[src/rtl/bus_pkt_dispatch_pkg.sv]
`default_nettype none
// +----------------------------------------------------------------+
// | bus_pkt_dispatch_pkg : shared modes and width helpers  rev 1.0 |
// +----------------------------------------------------------------+
package bus_pkt_dispatch_pkg;

  localparam int MODE_RR   = 0;
  localparam int MODE_SKIP = 1;

  function automatic int ch_width(input int num_ch);
    return (num_ch > 2) ? $clog2(num_ch) : 1;
  endfunction

  // Wide enough to hold PKT_BEATS itself, not only PKT_BEATS-1.
  function automatic int beat_cnt_width(input int pkt_beats);
    return $clog2(pkt_beats + 1);
  endfunction

endpackage
`default_nettype wire

[src/rtl/bus_pkt_dispatch_rr.sv]
`default_nettype none
// +----------------------------------------------------------------+
// | rr_next_ready : circular first-ready search from start  rev 1.0 |
// +----------------------------------------------------------------+
module rr_next_ready
  import bus_pkt_dispatch_pkg::*;
#(
  parameter  int NUM_CH = 16,
  localparam int CH_W   = ch_width(NUM_CH)
) (
  input  logic [NUM_CH-1:0] ready,
  input  logic [CH_W-1:0]   start,
  output logic              found,
  output logic [CH_W-1:0]   idx
);

  logic [CH_W:0] cand;

  // Scan from the farthest offset down so the nearest ready channel wins.
  always_comb begin
    found = 1'b0;
    idx   = '0;
    cand  = '0;
    for (int i = NUM_CH - 1; i >= 0; i--) begin
      cand = {1'b0, start} + (CH_W + 1)'(i);
      if (cand >= (CH_W + 1)'(NUM_CH)) begin
        cand = cand - (CH_W + 1)'(NUM_CH);
      end
      if (ready[cand[CH_W-1:0]]) begin
        found = 1'b1;
        idx   = cand[CH_W-1:0];
      end
    end
  end

endmodule
`default_nettype wire

[src/rtl/bus_pkt_dispatch.sv]
`default_nettype none
// +----------------------------------------------------------------+
// | bus_pkt_dispatch : round-robin packet steering to NUM_CH  rev 1.0 |
// +----------------------------------------------------------------+
module bus_pkt_dispatch
  import bus_pkt_dispatch_pkg::*;
#(
  parameter  int BUS         = 534,
  parameter  int NUM_CH      = 16,
  parameter  int PKT_BEATS   = 25,
  parameter  int MODE        = MODE_RR,
  parameter  int DATA_STAGES = 2,
  localparam int CH_W        = ch_width(NUM_CH)
) (
  input  logic              clk_bus,
  input  logic              rst,
  input  logic [BUS-1:0]    bus_data,
  input  logic              bus_en,
  output logic              bus_ready,
  input  logic [NUM_CH-1:0] ch_ready,
  output logic [BUS-1:0]    ch_data,
  output logic [NUM_CH-1:0] ch_en,
  output logic [CH_W-1:0]   cur_ch,
  output logic [15:0]       pkt_cnt,
  output logic              err
);

  localparam int               CNT_W     = beat_cnt_width(PKT_BEATS);
  localparam logic [CNT_W-1:0] LAST_BEAT = CNT_W'(PKT_BEATS - 1);
  localparam logic [CH_W-1:0]  LAST_CH   = CH_W'(NUM_CH - 1);

  logic [CH_W-1:0]  cur_ch_q,    cur_ch_d;
  logic [CNT_W-1:0] beat_cnt_q,  beat_cnt_d;
  logic             bus_ready_q, bus_ready_d;
  logic [15:0]      pkt_cnt_q,   pkt_cnt_d;
  logic             err_q,       err_d;

  logic [CH_W-1:0]  ch_inc;
  logic             last_beat;
  logic             nxt_found;
  logic [CH_W-1:0]  nxt_idx;

  assign ch_inc = (cur_ch_q == LAST_CH) ? '0 : cur_ch_q + CH_W'(1);

  rr_next_ready #(
    .NUM_CH (NUM_CH)
  ) u_rr (
    .ready (ch_ready),
    .start (ch_inc),
    .found (nxt_found),
    .idx   (nxt_idx)
  );

  always_comb begin
    cur_ch_d   = cur_ch_q;
    beat_cnt_d = beat_cnt_q;
    pkt_cnt_d  = pkt_cnt_q;
    last_beat  = bus_en && (beat_cnt_q == LAST_BEAT);

    if (bus_en) begin
      beat_cnt_d = last_beat ? '0 : beat_cnt_q + CNT_W'(1);
    end

    if (last_beat) begin
      pkt_cnt_d = pkt_cnt_q + 16'd1;
      cur_ch_d  = (MODE == MODE_SKIP && nxt_found) ? nxt_idx : ch_inc;
    end else if (MODE == MODE_SKIP && beat_cnt_q == '0 && !bus_en &&
                 !ch_ready[cur_ch_q] && nxt_found) begin
      cur_ch_d = nxt_idx;
    end

    // Ready follows the channel being loaded, so a hop or advance is
    // reflected upstream on the very next cycle.
    bus_ready_d = ch_ready[cur_ch_d];
    err_d       = err_q | (bus_en & ~bus_ready_q);
  end

  always_ff @(posedge clk_bus or posedge rst) begin
    if (rst) begin
      cur_ch_q    <= '0;
      beat_cnt_q  <= '0;
      bus_ready_q <= 1'b0;
      pkt_cnt_q   <= '0;
      err_q       <= 1'b0;
    end else begin
      cur_ch_q    <= cur_ch_d;
      beat_cnt_q  <= beat_cnt_d;
      bus_ready_q <= bus_ready_d;
      pkt_cnt_q   <= pkt_cnt_d;
      err_q       <= err_d;
    end
  end

  genvar s;
  generate
    for (s = 0; s < DATA_STAGES; s++) begin : g_stage
      logic [BUS-1:0]  in_data;
      logic            in_en;
      logic [CH_W-1:0] in_ch;
      logic [BUS-1:0]  data_q, data_d;
      logic            en_q,   en_d;
      logic [CH_W-1:0] ch_q,   ch_d;

      if (s == 0) begin : g_head
        assign in_data = bus_data;
        assign in_en   = bus_en;
        assign in_ch   = cur_ch_q;
      end else begin : g_tail
        assign in_data = g_stage[s-1].data_q;
        assign in_en   = g_stage[s-1].en_q;
        assign in_ch   = g_stage[s-1].ch_q;
      end

      always_comb begin
        data_d = data_q;
        ch_d   = ch_q;
        en_d   = in_en;
        if (in_en) begin
          data_d = in_data;
          ch_d   = in_ch;
        end
      end

      always_ff @(posedge clk_bus or posedge rst) begin
        if (rst) begin
          data_q <= '0;
          en_q   <= 1'b0;
          ch_q   <= '0;
        end else begin
          data_q <= data_d;
          en_q   <= en_d;
          ch_q   <= ch_d;
        end
      end
    end
  endgenerate

  always_comb begin
    ch_en = '0;
    ch_en[g_stage[DATA_STAGES-1].ch_q] = g_stage[DATA_STAGES-1].en_q;
  end

  assign ch_data   = g_stage[DATA_STAGES-1].data_q;
  assign bus_ready = bus_ready_q;
  assign cur_ch    = cur_ch_q;
  assign pkt_cnt   = pkt_cnt_q;
  assign err       = err_q;

endmodule
`default_nettype wire

[config.mk]
export PLATFORM = sky130hd
export DESIGN_NAME = bus_pkt_dispatch
export DESIGN_NICKNAME = d
export VERILOG_FILES = /design/src/rtl/bus_pkt_dispatch_pkg.sv /design/src/rtl/bus_pkt_dispatch_rr.sv /design/src/rtl/bus_pkt_dispatch.sv
export SDC_FILE = /design/constraint.sdc
export NUM_CORES = 2
export LEC_CHECK = 0
export ABC_AREA = 1
export CORE_AREA = 2 2 435 437
export DETAILED_ROUTE_END_ITERATION = 7
export DIE_AREA = 0 0 437 439
export PLACE_DENSITY = 0.46
export SLEW_MARGIN = 10
export SYNTH_ARGS = -nofsm -noshare
export SYNTH_HDL_FRONTEND = slang
export SYNTH_SLANG_ARGS = --single-unit
[constraint.sdc]
create_clock -name clk_bus -period 46.8 [get_ports clk_bus]
set_input_delay 7.02 -clock clk_bus [delete_from_list [all_inputs] [get_ports clk_bus]]
set_output_delay 7.02 -clock clk_bus [all_outputs]
set_load 0.05 [all_outputs]
==> impl_metrics.tcl <==
set metrics [dict create \
    synth_seq_cells 1105 \
    drv_slew 0 \
    rows 159 \
    antenna_found_initial 48 \
    drc 0 \
    critical_path.endpoint_type "asynchronous set/reset pin" \
    fp.dieArea_mm2 0.192 \
    clock_power_share 0.378 \
    die_h_um 439 \
    crit_required_ns 47.58 \
    ys_types 34 \
    overflow 0 \
    clkSinkCount 1105 \
    async_flop_share 1.00 \
    fillCellCount 19200 \
    cellPowerDensity_mw_per_mm2 47.2 \
    ys_top_cells_by_area "dfrtp_1 (67%), nand2_1 (14%), mux2_2 (14%), clkbuf_1 (0.93%), buf_2 (0.86%)" \
    placed_area_mm2 0.0554 \
    grt_usage 0.152 \
    routed_wl_mm 149 \
    place_congestion 0.848 \
    multi_input_area_mm2 0.0128 \
    setup_violations 0 \
    yosys.area.top_type "dfrtp_1" \
    leakage_nw 27.7 \
    cts_tree "built" \
    vias 29700 \
    critPathKind "in -> async" \
    hold-path-cell-count 2 \
    coreArea_mm2 0.187 \
    cts_resized 0 \
    io_pins 1125 \
    finish.instance_area_mm2 0.0600 \
    finalClockSkew_ns 0.0277 \
    slew_headroom 0.155 \
    synth_area_mm2 0.0415 \
    tns_ns 0 \
    synth_edf_count 0 \
    cts_hold_buffers 0 \
    ant_nets 0 \
    postCtsSetupBuffers 0 \
    rsz0062_at_grt "false" \
    clk_latency_ns 0.80 \
    grt_pass1_vias 31000 \
    cp_max_fo 123 \
    via_per_inst 4.02 \
    pwr-share-comb 0.223 \
    hold_violations 0 \
    hpwl_mm 105 \
    r2r_cells 3 \
    first_pass_iters 5 \
    p_sw_mw 0.911 \
    start_util 0.222 \
    drt-wirelength-per-cell_um 20.1 \
    fin_crit_ns 10.69 \
    syn_inst 3657 \
    syn_avg_cell_area_um2 11.3 \
    fin_crit_sh 0.228 \
    synth_seq_area_share 0.666 \
    hp-class "reg -> reg" \
    h-tree-depth 4 \
    rrSetupSlack_ns 43.55 \
    drtIter0Drc 1742 \
    pwr-share-seq 0.399 \
    port_buffers 1124 \
    fmax_ghz 0.0935 \
    drive_above_1_share 0.155 \
    synth.top_cell.area_share 0.666 \
    cts_buffers 137 \
    yosysWarningCount 0 \
    start_kind "primary input" \
    die_x_um 437 \
    clk_pin_slew_ns 0.05 \
    arrival_ns 11.47 \
    synth_nets 4214 \
    cts_buffer_depth 3 \
    grt_pass1_wl_mm 215 \
    grt_max_degree 177 \
    netSwitchingFraction 0.322 \
    max_slew.worst_pin.slew_ns 1.27 \
    vdd_ir_drop_max_uv 32.8 \
    area_growth_pct 44.6 \
    ys.flop_type "dfrtp_1" \
    cts_root_buf "clkbuf_16" \
    p_int_mw 1.92 \
    final_nets 5325 \
    cap_violations 0 \
    status "finished, final reports clean" \
    ff_latch_area_mm2 0.0277 \
]
-- worst paths after layout --
path	end	from
worst max-delay path	ch_data[346]	rst
worst min-delay path	g_stage[0].data_q[168]	g_stage[0].data_q[168]
worst max register to register	ch_data[315]	g_stage[0].en_q
worst min register to register	g_stage[0].data_q[168]	g_stage[0].data_q[168]
max in group clk_bus	ch_en[6]	g_stage[1].en_q
min in group asynchronous	g_stage[0].data_q[274]	rst
-- metal layers --
metal | share of wire | wire length (um) | vias to the layer above | track usage
li1 | - | - | 13900 | -
met1 | 0.38 | 57100 | 14700 | 0.169
met2 | 0.50 | 74700 | 851 | 0.260
met3 | 0.079 | 11700 | 236 | 0.0562
met4 | 0.033 | 4940 | 30 | 0.0626
met5 | 0.0012 | 177 | - | 0
-- flip-flops by register name, indices dropped and copies added (netlist names) --
signal	flops
bus_ready	1
beat_cnt_q	5
pkt_cnt	16
g_stage.data_q	534
g_stage.en_q	2
ch_data	534
cur_ch	4
g_stage.ch_q	8
err	1
-- Yosys cell counts (2+ instances only) --
cell type	instances
buf_6	2
mux2_2	501
nor2_1	47
a21oi_1	36
o21ai_0	43
nand2_2	2
xnor2_1	2
o21bai_1	2
nor3_1	10
nand4_1	2
clkbuf_1	103
nand3b_1	3
nand3_1	34
nand2_1	1579
ha_1	4
xor2_1	13
buf_1	9
inv_1	69
nand3_2	4
nor2_4	3
dfrtp_1	1105
buf_2	71
nor2_2	2
-- power by group through the flow --
stage / registers [mW] / clock network [mW] / logic [mW]
6_report: 1.13 / 1.07 / 0.633
5_1_grt: 1.14 / 1.15 / 0.669
4_1_cts: 1.13 / 1.11 / 0.644
3_5_place_dp: 1.15 / 0 / 0.642
3_3_place_gp: 1.14 / 0 / 0.641
2_1_floorplan: 1.36 / 0 / 0.154
-- through the flow --
step / total power, mW / setup WS [ns] / utilization / cells / hold WS (ns)
2_1_floorplan: 1.52 / 8.67 / - / 3657 / 0.349
3_3_place_gp: 1.78 / 35.10 / 0.296 / 7124 / 0.447
3_5_place_dp: 1.79 / 35.06 / 0.296 / 7124 / 0.453
4_1_cts: 2.89 / 35.95 / 0.321 / 7370 / 0.468
5_1_grt: 2.97 / 35.45 / 0.321 / 7389 / 0.481
6_report: 2.83 / 36.11 / 0.321 / 7393 / 0.461
-- cell usage in the layout, fill, tap and decap left out, drive strengths merged, types with 2 or more instances in the layout --
cell | netlist | final
o21bai | 2 | 2
a21oi | 36 | 36
clkdlybuf4s50 | 0 | 1123
xor2 | 13 | 13
buf | 82 | 34
xnor2 | 2 | 2
nand4 | 3 | 3
ha | 4 | 4
dfrtp | 1105 | 1105
inv | 70 | 78
clkinv | 1 | 27
nand3 | 38 | 38
mux2 | 501 | 501
o21ai | 45 | 45
nor2 | 52 | 52
bufinv | 0 | 8
clkbuf | 103 | 203
diode | 0 | 23
nand3b | 3 | 3
nor3 | 12 | 12
nand2 | 1582 | 1582
-- final cells by class --
| type | count | area share |
|---|---|---|
| diodes | 23 | 0.000959 |
| repair buffers | 1157 | 0.193 |
| inverters | 71 | 0.00469 |
| clock buffers | 203 | 0.0651 |
| multi-input cells | 2296 | 0.213 |
| flip-flops and latches | 1105 | 0.461 |
| well taps | 2495 | 0.0520 |
| clock inverters | 43 | 0.0110 |
-- worst max-delay path, cell delays in order --
cell,delay (ns)
clkdlybuf4s50_1,0.49
inv_8,0.60
buf_4,0.76
buf_4,0.76
buf_4,0.77
buf_4,0.83
-- cells by family after synthesis --
| logic type | Yosys count | synth area share |
|---|---|---|
| and+or+nand+nor | 1692 | 0.157 |
| DFF | 1105 | 0.666 |
| muxes | 501 | 0.136 |
| buffers and inverters | 256 | 0.0257 |
| AOI/OAI and AO/OA | 84 | 0.0104 |
| xor gates and xnor gates | 15 | 0.00317 |
| adders and majority gates | 4 | 0.00121 |
Note: power is estimated with default switching activity, not from simulation.
